### config.mk
export PLATFORM = sky130hd
export DESIGN_NAME = sqrt_core_arbiter
export DESIGN_NICKNAME = d
export VERILOG_FILES = /design/src/rtl/sqrt_core_arbiter.sv
export SDC_FILE = /design/constraint.sdc
export NUM_CORES = 1
export LEC_CHECK = 0
export CAP_MARGIN = 10
export CORE_ASPECT_RATIO = 1.75
export CORE_MARGIN = 2
export CORE_UTILIZATION = 36
export CTS_BUF_LIST = sky130_fd_sc_hd__clkbuf_4 sky130_fd_sc_hd__clkbuf_8
export CTS_CLUSTER_DIAMETER = 60
export DETAILED_ROUTE_END_ITERATION = 8
export GPL_TIMING_DRIVEN = 0
export PLACE_DENSITY = 0.86
export SLEW_MARGIN = 5
export SYNTH_ARGS = -nofsm -noshare
export SYNTH_HDL_FRONTEND = slang
export SYNTH_SLANG_ARGS = --single-unit
### constraint.sdc
create_clock -name clk -period 2.2 [get_ports clk]
set_input_delay 0.22 -clock clk [delete_from_list [all_inputs] [get_ports clk]]
set_output_delay 0.22 -clock clk [all_outputs]
set_load 0.02 [all_outputs]
### src/rtl/sqrt_core_arbiter.sv
// Round-robin arbiter sharing one CORDIC square-root core among N_REQ requesters.
// One transaction in flight: IDLE -> ISSUE -> WAIT (done or timeout) -> RESP.
module sqrt_core_arbiter #(
  parameter int unsigned N_REQ   = 4,
  parameter int unsigned TIMEOUT = 64
) (
  input  logic                      clk,
  input  logic                      rst,
  input  logic [N_REQ-1:0]          req_valid_i,
  input  logic [18*N_REQ-1:0]       req_x_i,
  input  logic [18*N_REQ-1:0]       req_y_i,
  output logic [N_REQ-1:0]          req_ready_o,
  output logic [N_REQ-1:0]          rsp_valid_o,
  output logic signed [17:0]        rsp_data_o,
  output logic                      rsp_err_o,
  output logic                      core_start_o,
  output logic signed [17:0]        core_x_o,
  output logic signed [17:0]        core_y_o,
  input  logic signed [17:0]        core_sqrt_i,
  input  logic                      core_done_i,
  output logic                      busy_o
);

  localparam int unsigned DW = 18;
  localparam int unsigned GW = (N_REQ > 1) ? $clog2(N_REQ) : 1;
  localparam int unsigned TW = $clog2(TIMEOUT);

  typedef enum logic [1:0] {
    S_IDLE  = 2'd0,
    S_ISSUE = 2'd1,
    S_WAIT  = 2'd2,
    S_RESP  = 2'd3
  } state_e;

  state_e                state_q;
  logic [GW-1:0]         grant_q;
  logic [GW-1:0]         last_grant_q;
  logic [TW-1:0]         timer_q;
  logic [N_REQ-1:0]      req_ready_q;
  logic [N_REQ-1:0]      rsp_valid_q;
  logic signed [DW-1:0]  rsp_data_q;
  logic                  rsp_err_q;
  logic                  core_start_q;
  logic signed [DW-1:0]  core_x_q;
  logic signed [DW-1:0]  core_y_q;
  logic                  busy_q;

  logic [GW-1:0]         grant_d;
  logic                  found;

  // Round-robin pick: first valid requester after the last one served.
  always_comb begin
    int unsigned idx;
    grant_d = '0;
    found   = 1'b0;
    idx     = 0;
    for (int unsigned i = 1; i <= N_REQ; i++) begin
      idx = (32'(last_grant_q) + i) % N_REQ;
      if (!found && req_valid_i[GW'(idx)]) begin
        grant_d = GW'(idx);
        found   = 1'b1;
      end
    end
  end

  always_ff @(posedge clk or posedge rst) begin
    if (rst) begin
      state_q      <= S_IDLE;
      grant_q      <= '0;
      last_grant_q <= GW'(N_REQ - 1);
      timer_q      <= '0;
      req_ready_q  <= '0;
      rsp_valid_q  <= '0;
      rsp_data_q   <= '0;
      rsp_err_q    <= 1'b0;
      core_start_q <= 1'b0;
      core_x_q     <= '0;
      core_y_q     <= '0;
      busy_q       <= 1'b0;
    end else begin
      core_start_q <= 1'b0;
      req_ready_q  <= '0;
      rsp_valid_q  <= '0;
      case (state_q)
        S_IDLE: begin
          if (found) begin
            grant_q      <= grant_d;
            core_x_q     <= req_x_i[DW*32'(grant_d) +: DW];
            core_y_q     <= req_y_i[DW*32'(grant_d) +: DW];
            core_start_q <= 1'b1;
            req_ready_q  <= N_REQ'(1) << grant_d;
            busy_q       <= 1'b1;
            state_q      <= S_ISSUE;
          end
        end
        S_ISSUE: begin
          timer_q <= '0;
          state_q <= S_WAIT;
        end
        S_WAIT: begin
          // A done arriving on the last timer tick still counts as success.
          if (core_done_i) begin
            rsp_data_q  <= core_sqrt_i;
            rsp_err_q   <= 1'b0;
            rsp_valid_q <= N_REQ'(1) << grant_q;
            state_q     <= S_RESP;
          end else if (timer_q == TW'(TIMEOUT - 1)) begin
            rsp_data_q  <= '0;
            rsp_err_q   <= 1'b1;
            rsp_valid_q <= N_REQ'(1) << grant_q;
            state_q     <= S_RESP;
          end else begin
            timer_q <= timer_q + 1'b1;
          end
        end
        S_RESP: begin
          last_grant_q <= grant_q;
          busy_q       <= 1'b0;
          state_q      <= S_IDLE;
        end
        default: state_q <= S_IDLE;
      endcase
    end
  end

  assign req_ready_o  = req_ready_q;
  assign rsp_valid_o  = rsp_valid_q;
  assign rsp_data_o   = rsp_data_q;
  assign rsp_err_o    = rsp_err_q;
  assign core_start_o = core_start_q;
  assign core_x_o     = core_x_q;
  assign core_y_o     = core_y_q;
  assign busy_o       = busy_q;

endmodule

# After elaboration in Yosys (flattened, before gate mapping)
# Cells that the tools add are included.
# op_classes
n_shift,4
n_reduce_logical,15
eq_ne,8
add_sub_neg,5
multipliers,1
n_mux,36
magnitude_cmp,4
# op_table
cell,count
indexed part select 72 x 8 -> 18 bit,2
two-way mux 18 bit,2
two-way mux 4 bit,5
two-way mux 2 bit,7
two-way mux 1 bit,13
less-than comparator 2 x 3 -> 1 bit (second input constant),4
two-way mux 6 bit,2
one-hot mux 6 bit (2 select lines),1
binary-select mux 1 bit (select 2 bit),4
one-hot mux 2 bit (4 select lines),1
AND reduction 2 bit,4
left shift 1 x 2 -> 4 bit (first input constant),2
adder 6 x 1 -> 6 bit (second input constant),1
equality test 6 bit (second input constant),1
multiplier 4 x 2 -> 6 bit (first input constant),1
inequality test 2 bit (second input constant),3
nonzero test 2 bit,3
adder 2 x 1 -> 2 bit (second input constant),2
adder 2 bit (second input constant),2
equality test 2 bit (second input constant),2
logical AND 1 bit,3
logical NOT 1 bit,3
inequality test 3 bit (second input constant),1
AND reduction 3 bit,1
3 further kinds,3
# totals
ff_bits,77

# Logic depth before layout (Yosys ltp)
# logic_depth
depth_word,16
depth_mapped,7
depth_no_buf,7

# Least setup slack after synthesis
# Ideal clock, no wire load.
# synth_timing
path_type,register to register
start,register last_grant_q[0]
end,"register core_x_q[1], in the netlist core_x_o[1]"
stages_incl_launch_ff,7
slack_ns,0.179
synth_period_minus_slack_ns,2.021
arrival_time_ns,1.944
n_path_buf,1
required_time_ns,2.123
cell_sequence,dfstp_2 nand2b_1 o21ai_1 a211oi_2 buf_2 mux2_2 a21oi_1
# synth_between
elab_chain_cells,15
elab_cells_between_ends,29
cone_classes,add/sub: 4; mul: 1; shift: 1; mux: 16; reduce/logical: 7
# synth_lines
element,line_no,rtl
from (decl),37,logic [GW-1:0] last_grant_q;
from (signal assigned),70,last_grant_q <= GW'(N_REQ - 1);
from (signal assigned),117,last_grant_q <= grant_q;
adder 2 x 1 -> 2 bit,58,idx = (32'(last_grant_q) + i) % N_REQ;
binary-select mux 1 bit (select 2 bit),59,if (!found && req_valid_i[GW'(idx)]) begin
two-way mux 1 bit (not written as such),59,
two-way mux 1 bit,59,
logical NOT 1 bit,59,
logical AND 1 bit,59,
two-way mux 1 bit,59,
logical NOT 1 bit,59,
logical AND 1 bit,59,
two-way mux 1 bit,59,
logical NOT 1 bit,59,
logical AND 1 bit,59,
two-way mux 2 bit,59,
multiplier 4 x 2 -> 6 bit,88,core_x_q <= req_x_i[DW*32'(grant_d) +: DW];
indexed part select 72 x 8 -> 18 bit,88,
to (signal assigned),88,
to (decl),44,logic signed [DW-1:0] core_x_q;
# Parallel ways exist; a longest one is shown, timed or not. The select of a mux whose other input is x is not followed.
# A chain may end at the register's enable or synchronous reset.

# Worst setup path in the final report
# layout_timing
start,register timer_q[0]
end,register timer_q[5]
# layout_between
elab_chain_cells,4
elab_cells_between_ends,7
cone_classes,add/sub: 1; eq/ne: 2; mux: 3; reduce/logical: 1
# layout_lines
element,line_no,rtl
from (decl),38,logic [TW-1:0] timer_q;
from (signal assigned),113,timer_q <= timer_q + 1'b1;
adder 6 x 1 -> 6 bit,113,
two-way mux 6 bit,107,end else if (timer_q == TW'(TIMEOUT - 1)) begin
two-way mux 6 bit,102,if (core_done_i) begin
one-hot mux 6 bit (2 select lines),84,case (state_q)
# Parallel ways exist; a longest one is shown, timed or not. The select of a mux whose other input is x is not followed.

==> summary.txt <==
Cells and area
  – Diodes inserted: 0
  – Nets: 858
  – Layout Utilization: 0.620
  – Synth-to-layout area growth: 67.4%
  – Fraction of final layout cells with drive strength greater than 1: 0.118
  – Post-route insts no fill: 820

Outcome
  – Result of the run: finished clean

Setup path
  – Worst EP required: 2.42 ns
  – Crit end category: register
  – Crit path arrival time: 2.26 ns
  – Maximum fanout count along the critical path: 5
  – Worst setup path category: reg2reg
  – CP startpoint kind: register

Pwr
  – Worst-case vdd ir drop: 683 µV
  – Switching part of the total power: 0.413
  – Net switching power: 3.57 mW
  – Total chip power: 8.64 mW
  – Sequential Power Share: 0.289
  – Logic gate share of total power: 0.578
  – Clock network power share: 0.133
  – Total internal power: 5.07 mW
  – Static Leak: 2.86 nW
  – Power density relative to cell area: 1250 nW/µm²

Clock tree
  – Insertion delay to the later sink of the worst-skew pair: 0.35 ns
  – Maximum count of clock buffers along a single path: 2
  – Level count of the clock H-tree: 3
  – Clock transition at the registers of the reported paths: 0.08 ns
  – Inserted Clock Buffers: 9
  – Count of hold-fix buffers inserted at cts: 0
  – TritonCTS clock tree: done
  – Root buffer selected by CTS: sky130_fd_sc_hd__clkbuf_8
  – CTS sink count: 77

Die
  – Area of the die: 12400 µm²
  – Core footprint: 11200 µm²
  – IO Count: 234
  – Starting density of the core: 0.370
  – Overall die width: 85.0 µm
  – Die span in y: 146 µm
  – Placement row count: 51

Global route
  – Pin count of the biggest net entering global routing: 50
  – Number of global-route vias before repair: 4828
  – First-pass GRT wire length: 24300 µm
  – Overall fraction of global-route tracks in use: 0.247
  – Global route total overflow: 0
  – Initial antenna violation count: 0

Yosys
  – Main synth FF type: sky130_fd_sc_hd__dfrtp_1
  – Area fraction of the dominant cell type after synthesis: 0.454
  – Leading area contributor after synthesis: sky130_fd_sc_hd__dfrtp_1
  – Number of different library cells in the post-synthesis netlist: 42
  – Main area contributors after synthesis: sky130_fd_sc_hd__dfrtp_1 45%, sky130_fd_sc_hd__mux2_2 8.7%, sky130_fd_sc_hd__a221oi_1 7.6%
  – Post-synthesis compound-gate area fraction: 0.211
  – Sequential element share of the synthesized area: 0.466
  – Number of enable flip-flop cells after synthesis: 0
  – Gate count after technology mapping: 437
  – Share of synthesized registers carrying an async set or reset: 1.00
  – Most numerous cell types in the synthesized netlist: 75 x sky130_fd_sc_hd__dfrtp_1, 74 x sky130_fd_sc_hd__nand2_1, 45 x sky130_fd_sc_hd__nor2_1
  – Most numerous cell in the Yosys netlist: sky130_fd_sc_hd__dfrtp_1
  – Adder and majority gate portion of the synthesized area: 0.0181
  – Number of register bits inferred by synthesis: 77
  – Proportion of synthesized area in mux cells: 0.0895
  – Mean post-synth cell area: 9.47 µm²
  – Simple-Gate Fraction of Synth Area: 0.166
  – Warning count from the yosys run: 0
  – XOR/XNOR Fraction of Synth Area: 0.00212
  – Synth Cell Area: 4140 µm²
  – Main combinational cell family by area after synthesis: compound AO/OA/AOI/OAI gates
  – Synthesized net count: 612

STA
  – TNS Setup: 0 ns
  – Final Hold Fails: 0
  – Max_slew headroom: 0.551
  – Final min period: 2.05 ns
  – Final cycle utilization of the critical path: 0.930
  – Number of failing setup endpoints in the final timing report: 0
  – Maximum frequency from static timing analysis: 489 MHz
  – Actual transition at the worst max-transition pin: 0.672 ns
  – Final hold slack: 0.214 ns
  – Clock Skew: 0.0157 ns
  – Slew Viols, Final: 0
  – Unrepaired setup endpoints after global routing: true

Route
  – Via density per instance: 5.47
  – Count of antenna-violating nets left after detailed routing: 0
  – Number of DRC markers after the initial detailed-route iteration: 206
  – Aggregate routed wire length: 15200 µm
  – Initial DRT Pass Iterations: 4
  – Total vias in the final route: 4488
  – Routed wire per std cell: 18.5 µm
  – Number of design rule violations left after detail routing: 0

Worst hold path
  – Worst min-delay path category: in2async

Place
  – IO Port Bufs: 231
  – Detailed Place HPWL: 11800 µm
  – Placed cell count: 801
  – Gpl congestion: 0.867

Run
  – Max-cap violation count: 0
layer usage:
layer	track usage	part of all wire	vias up
li1	-	-	2065
met1	0.261	0.35	2149
met2	0.453	0.55	235
met3	0.0567	0.065	39
met4	0.110	0.033	0
met5	0	0	-
repair_timing:
action / in CTS / in global routing
pin swaps: 2 / 0
endpoints found under the setup margin: 37 / 51
hold endpoints to repair: 0 / 0
setup buffers: 4 / 0
resized for setup: 4 / 18
power groups by stage:
stage | sequential, mW | clock (mW) | combinational (mW)
3_5_place_dp | 2.48 | 0 | 4.94
5_1_grt | 2.58 | 1.25 | 5.42
4_1_cts | 2.46 | 1.19 | 5.04
3_3_place_gp | 2.45 | 0 | 4.81
6_report | 2.50 | 1.15 | 5.00
2_1_floorplan | 3.09 | 0 | 2.17
worst paths after layout:
check	startpoint	to	slack, ns	cells after the start
max	timer_q[0]$_DFFE_PP0P_	timer_q[5]$_DFFE_PP0P_	0.15	6
min	rst	rsp_data_o[0]$_DFFE_PP0P_	0.21	2
max reg2reg	timer_q[0]$_DFFE_PP0P_	timer_q[5]$_DFFE_PP0P_	0.15	6
min reg2reg	busy_o$_DFFE_PP0P_	busy_o$_DFFE_PP0P_	0.49	2
max in group asynchronous	rst	last_grant_q[0]$_DFFE_PP1P_	1.35	3
min in group clk	req_valid_i[1]	state_q[0]$_DFFE_PP0P_	0.31	4
logic make-up after synthesis:
logic type / Yosys count
AND/OR/NAND/NOR: 158
AO/OA/AOI/OAI: 120
flip-flops: 77
buffers and inverters: 42
multiplexers: 33
adder cells (fa/ha/maj): 6
XOR/XNOR: 1
worst max-delay path, stage by stage (launching register included):
cell	delay [ns]
sky130_fd_sc_hd__dfrtp_1	0.43
sky130_fd_sc_hd__ha_1	0.25
sky130_fd_sc_hd__and3_1	0.19
sky130_fd_sc_hd__a311oi_2	0.46
sky130_fd_sc_hd__nand4_1	0.24
sky130_fd_sc_hd__o211ai_1	0.25
sky130_fd_sc_hd__o31ai_1	0.11
registers in the layout, indices dropped and copies added (netlist names):
signal	cells
busy_o	1
core_start_o	1
core_x_o	18
core_y_o	18
grant_q	2
last_grant_q	2
req_ready_o	4
rsp_data_o	18
rsp_err_o	1
rsp_valid_o	4
state_q	2
timer_q	6
layout make-up:
type	count	area [µm²]
Buffer	32	169
Fill cell	920	4240
Tap cell	132	165
Clock buffer	13	173
Inverter	9	36.3
Timing Repair Buffer	236	2370
Sequential cell	77	1930
Multi-Input combinational cell	318	2040
Clock inverter	3	42.5
cells in the final DEF (no fill, tap or decap), drive strengths merged, types with 2 or more instances in the layout:
cell type,count
a21oi,33
a221oi,36
a22o,18
a311oi,2
a31oi,7
and2,6
and3,4
buf,18
clkbuf,32
clkdlybuf4s50,231
clkinv,2
dfrtp,75
dfstp,2
ha,6
inv,8
mux2,32
nand2,74
nand2b,3
nand3,7
nand3b,5
nor2,45
nor2b,5
nor3,3
nor3b,3
o21ai,15
or2,2
stage by stage:
stage | setup slack [ns] | area [µm²]
finish | 0.155 | 6920
global route | -0.0581 | 6920
CTS | 0.0325 | 6910
detailed placement | -0.398 | 6640
global placement | -1.25 | 6610
floorplan | 0.0166 | 4140
(Power assumes the default switching activity.)
